==> config.mk <==
export PLATFORM = sky130hd
export DESIGN_NAME = mem_port_arbiter
export DESIGN_NICKNAME = d
export VERILOG_FILES = /design/src/rtl/mem_port_arbiter.sv
export SDC_FILE = /design/constraint.sdc
export NUM_CORES = 1
export LEC_CHECK = 0
export CAP_MARGIN = 20
export CORE_MARGIN = 4
export CORE_UTILIZATION = 33
export CTS_CLUSTER_DIAMETER = 30
export DETAILED_ROUTE_END_ITERATION = 7
export PLACE_DENSITY = 0.81
export SLEW_MARGIN = 0
export SYNTH_ARGS = -nofsm -noshare
export SYNTH_HDL_FRONTEND = slang
export SYNTH_SLANG_ARGS = --single-unit
export TNS_END_PERCENT = 10
==> constraint.sdc <==
create_clock -name clk -period 2.4 [get_ports clk]
set_input_delay 0.48 -clock clk [delete_from_list [all_inputs] [get_ports clk]]
set_output_delay 0.48 -clock clk [all_outputs]
set_load 0.02 [all_outputs]
==> src/rtl/mem_port_arbiter.sv <==
// rtl/mem_port_arbiter.sv - round-robin arbiter sharing the memory map between fetch and load/store ports
//
// Ports:
//   clk, reset_n                 clock, asynchronous active-low reset
//   if_req_*  / if_resp_*        instruction-fetch request (valid/ready) and 1-cycle response
//   d_req_*   / d_resp_*         load/store request (valid/ready) and 1-cycle response
//   mem_address/write_data/
//   write_enable, mem_read_data  single-port memory map (combinational read)
//   conflict_count               saturating count of cycles with both requesters valid
module mem_port_arbiter #(
    parameter int CNT_W = 16
) (
    input  logic             clk,
    input  logic             reset_n,
    input  logic             if_req_valid,
    output logic             if_req_ready,
    input  logic [31:0]      if_req_addr,
    output logic             if_resp_valid,
    output logic [31:0]      if_resp_data,
    output logic             if_resp_err,
    input  logic             d_req_valid,
    output logic             d_req_ready,
    input  logic [31:0]      d_req_addr,
    input  logic [31:0]      d_req_wdata,
    input  logic [3:0]       d_req_be,
    output logic             d_resp_valid,
    output logic [31:0]      d_resp_data,
    output logic [31:0]      mem_address,
    output logic [31:0]      mem_write_data,
    output logic [3:0]       mem_write_enable,
    input  logic [31:0]      mem_read_data,
    output logic [CNT_W-1:0] conflict_count
);

    localparam logic [1:0] ST_NONE    = 2'd0;
    localparam logic [1:0] ST_RESP_IF = 2'd1;
    localparam logic [1:0] ST_RESP_D  = 2'd2;

    localparam logic GRANT_IF = 1'b0;
    localparam logic GRANT_D  = 1'b1;

    localparam logic [CNT_W-1:0] CNT_MAX = {CNT_W{1'b1}};
    localparam logic [CNT_W-1:0] CNT_ONE = {{(CNT_W-1){1'b0}}, 1'b1};

    logic       last_grant;
    logic [1:0] state;
    logic       grant_if;
    logic       grant_d;
    logic       if_misaligned;
    logic       conflict;

    // Grants are qualified by reset_n so nothing reaches the memory map while in reset.
    always_comb begin
        conflict      = if_req_valid && d_req_valid;
        grant_d       = reset_n && d_req_valid && (!if_req_valid || (last_grant == GRANT_IF));
        grant_if      = reset_n && if_req_valid && !grant_d;
        if_misaligned = (if_req_addr[1:0] != 2'b00);
    end

    assign if_req_ready = grant_if;
    assign d_req_ready  = grant_d;

    always_comb begin
        mem_address      = 32'h0;
        mem_write_data   = 32'h0;
        mem_write_enable = 4'h0;
        if (grant_d) begin
            mem_address      = d_req_addr;
            mem_write_data   = d_req_wdata;
            mem_write_enable = d_req_be;
        end else if (grant_if) begin
            // A misaligned fetch still burns the slot but must not touch the memory map.
            mem_address = if_misaligned ? 32'h0 : if_req_addr;
        end
    end

    always_ff @(posedge clk or negedge reset_n) begin
        if (!reset_n) begin
            state          <= ST_NONE;
            last_grant     <= GRANT_IF;
            conflict_count <= '0;
            if_resp_data   <= 32'h0;
            if_resp_err    <= 1'b0;
            d_resp_data    <= 32'h0;
        end else begin
            if (grant_if) begin
                state      <= ST_RESP_IF;
                last_grant <= GRANT_IF;
            end else if (grant_d) begin
                state      <= ST_RESP_D;
                last_grant <= GRANT_D;
            end else begin
                state <= ST_NONE;
            end

            if (conflict && (conflict_count != CNT_MAX)) begin
                conflict_count <= conflict_count + CNT_ONE;
            end

            if_resp_data <= (grant_if && !if_misaligned) ? mem_read_data : 32'h0;
            if_resp_err  <= grant_if && if_misaligned;
            // Stores return zero rather than whatever the map happens to read back.
            d_resp_data  <= (grant_d && (d_req_be == 4'h0)) ? mem_read_data : 32'h0;
        end
    end

    assign if_resp_valid = (state == ST_RESP_IF);
    assign d_resp_valid  = (state == ST_RESP_D);

endmodule
==> out/summary.json <==
{
  "finish": {
    "layout_commonest_cell": "sky130_fd_sc_hd__clkdlybuf4s50_1",
    "post-route-util_pct": 65.7,
    "layout-drive-gt1-share_pct": 13.7,
    "num_antenna_cells": 0,
    "area_growth_syn_to_layout_pct": 92.2,
    "postLayoutCellArea_um2": 6880,
    "final_cell_mix": "214 x sky130_fd_sc_hd__clkdlybuf4s50_1, 84 x sky130_fd_sc_hd__dfrtp_1, 70 x sky130_fd_sc_hd__and2_1",
    "design.final.nets": 744
  },
  "power_and_ir_drop": {
    "power_uw": 3630,
    "vdd_drop_max_mv": 0.299,
    "power_leakage_uw": 0.00335,
    "power-per-cell-area_nw_per_um2": 527
  },
  "synthesis": {
    "synth_area_um2": 3580,
    "mappedNetlistNets": 444,
    "synthCells": 307,
    "synth_area_per_cell_um2": 11.7,
    "synth_cell_types": 32,
    "proportion_of_synthesized_chip_area_in_sequential_cells_pct": 58.8,
    "synth.ff_latch_count": 84,
    "synthesis.yosys.warnings": 0
  },
  "routing": {
    "final_antenna_net_count": 0,
    "drt_pre_antenna_iters": 4,
    "totalWireLength_um": 15200,
    "route.vias.total": 3651,
    "drt-vias-per-instance": 4.88,
    "drc": 0,
    "routed_wire_length_per_instance_um": 20.3,
    "drt_iter0_markers": 217
  },
  "flow_run": {
    "maxCapViolCount": 0
  },
  "clock_network": {
    "clock_insertion_delay_worst_skew_ns": 0.35,
    "htree_levels": 3,
    "clk_pin_slew_worst_paths_ns": 0.08,
    "clock_sinks": 84,
    "cts_hold_buffers": 0,
    "cts_tree": "built",
    "clockRootBuffer": "sky130_fd_sc_hd__clkbuf_8",
    "tritoncts.num_buffers": 9,
    "cts.path.max_buffers": 2
  },
  "floorplanning": {
    "rows": 37,
    "fp.dieArea_um2": 12600,
    "dieHeight_um": 112,
    "start_util_pct": 34.2,
    "dieWidth_um": 112,
    "num_io_pins": 289,
    "fp.coreArea_um2": 10500
  },
  "global_route": {
    "grt_remaining_overflow": 0,
    "global_route_wire_length_before_repair_um": 22300,
    "grt_max_degree": 87,
    "grt_pass1_vias": 3908,
    "grt_usage_pct": 23.4,
    "antenna_found_initial": 0
  },
  "setup_path": {
    "path_common_cell": "sky130_fd_sc_hd__buf_4",
    "crit_slowest_cell": "sky130_fd_sc_hd__clkdlybuf4s15_1",
    "worstPathCellList": "dlygate4sd2_1 -> buf_4 -> a21oi_4 -> buf_4 -> buf_12 -> and2_1 -> clkdlybuf4s15_1",
    "r2r_start": "conflict_count[0]",
    "crit_required_ns": 1.92,
    "critical_path.endpoint_type": "output port",
    "worst_setup_path_start_kind": "primary input",
    "critPathMaxStageDelay_ns": 0.34,
    "crit-reg2reg-capture": "conflict_count[1]",
    "reg2regPathDepth": 5,
    "setup.worst_path.class": "primary input to output port",
    "cp.arrival_ns": 1.90,
    "regToRegSetupSlack_ns": 0.50,
    "critPathMaxFanout": 26
  },
  "sta": {
    "setup_violations": 0,
    "final-max-slew-violation-count": 0,
    "rsz0062_at_grt": "true",
    "finalWorstPathRequiredPeriod_ns": 2.38,
    "maximum_clock_frequency_mhz": 421,
    "slew_headroom_pct": 62.8,
    "finalSetupTns_ns": 0,
    "timing_worst_slew_pin_value_ns": 0.553,
    "finalHoldViolCount": 0,
    "final.hold.worst_slack_ns": 0.178,
    "fin_crit_sh_pct": 99.0,
    "clock_skew_ns": 0.0101
  },
  "placement": {
    "place.detailed.hpwl_um": 11600,
    "placement.io_buffers": 288,
    "placed_area_um2": 6660,
    "gp_routability_congestion": 1.02
  },
  "outcome": {
    "status": "finished clean"
  },
  "min_path": {
    "worstHoldPathType": "primary input to async pin"
  }
}
## metrics by stage
step / std cells / setup WS (ns)
after global routing: 748 / -0.0145
after CTS: 748 / 0.0111
after detailed placement: 720 / -1.14
after floorplan: 307 / 0.424
final: 748 / 0.0234
after global placement: 720 / -0.987
## power by group
group          leakage [uW]  internal (uW)  switching (uW)
clock network      0.000111            588             502
logic               0.00210            506             431
registers           0.00114           1490             110
## state kept, by name, indices dropped and copies added (netlist names)
register	flops
conflict_count	16
if_resp_err	1
if_resp_data	32
state	2
d_resp_data	32
last_grant	1
## worst max path at each step
| stage | slack [ns] | endpoint | from | cells past startpoint |
|---|---|---|---|---|
| final | 0.02 | mem_write_data[3] | if_req_valid | 7 |
| after global placement | -0.99 | mem_address[11] | d_req_valid | 6 |
| after CTS | 0.01 | mem_address[23] | d_req_valid | 10 |
| after global routing | -0.01 | mem_write_data[3] | last_grant | 6 |
| after floorplan | 0.42 | mem_address[23] | d_req_valid | 5 |
| after detailed placement | -1.14 | mem_address[3] | d_req_valid | 6 |
## cell usage after synthesis (all sizes together)
cell	count	area [um^2]
nor2b	2	12.5
a21oi	3	15.0
inv	2	7.51
nand2	7	26.3
and2	70	438
or2	1	6.26
dfrtp	84	2100
nor4b	1	8.76
clkbuf	15	56.3
buf	8	38.8
nand3	4	20.0
mux2	1	15.0
nand4	6	58.8
o211ai	1	7.51
xor2	14	123
and4	2	17.5
nor3	9	50.1
a22o	30	263
a31oi	1	6.26
nor2	4	17.5
nor4	6	52.6
xnor2	1	8.76
and3	33	206
nor3b	1	7.51
ha	1	12.5
## kinds of logic after synthesis
| kind of cell | synth area share, % |
|---|---|
| AOI/OAI and AO/OA | 8.15 |
| xor gates and xnor gates | 3.67 |
| adders and majority gates | 0.350 |
| buffers and inverters | 2.87 |
| DFF | 58.8 |
| muxes | 0.420 |
| and+or+nand+nor | 25.8 |
## layer usage
metal / GRT usage, % / vias up / share of wire, %
met5: 0 / - / 0
met4: 12.5 / 0 / 5.1
met3: 6.31 / 51 / 7.0
met2: 45.0 / 188 / 56
met1: 22.2 / 1746 / 32
li1: - / 1666 / -
## area by class of cell
class	count	area, um^2
Inverter	2	7.51
Fill cell	861	3590
Sequential cell	84	2100
Clock buffer	10	128
Timing Repair Buffer	311	2970
Multi-Input combinational cell	199	1420
Clock inverter	6	87.6
Tap cell	136	170
## critical path: cells and delay by family
family          cells  cell delay, ns
buf+inv             5            1.08
simple gates        1            0.13
compound gates      1            0.19
## what timing repair did
action / 4_1_cts / 5_1_grt
setup buffers: 9 / 0
pin swaps: 4 / 3
resized for setup: 165 / 34
endpoints found under the setup margin: 93 / 45
gates cloned: 3 / 0
hold endpoints to repair: 0 / 0
(Power assumes the default switching activity.)
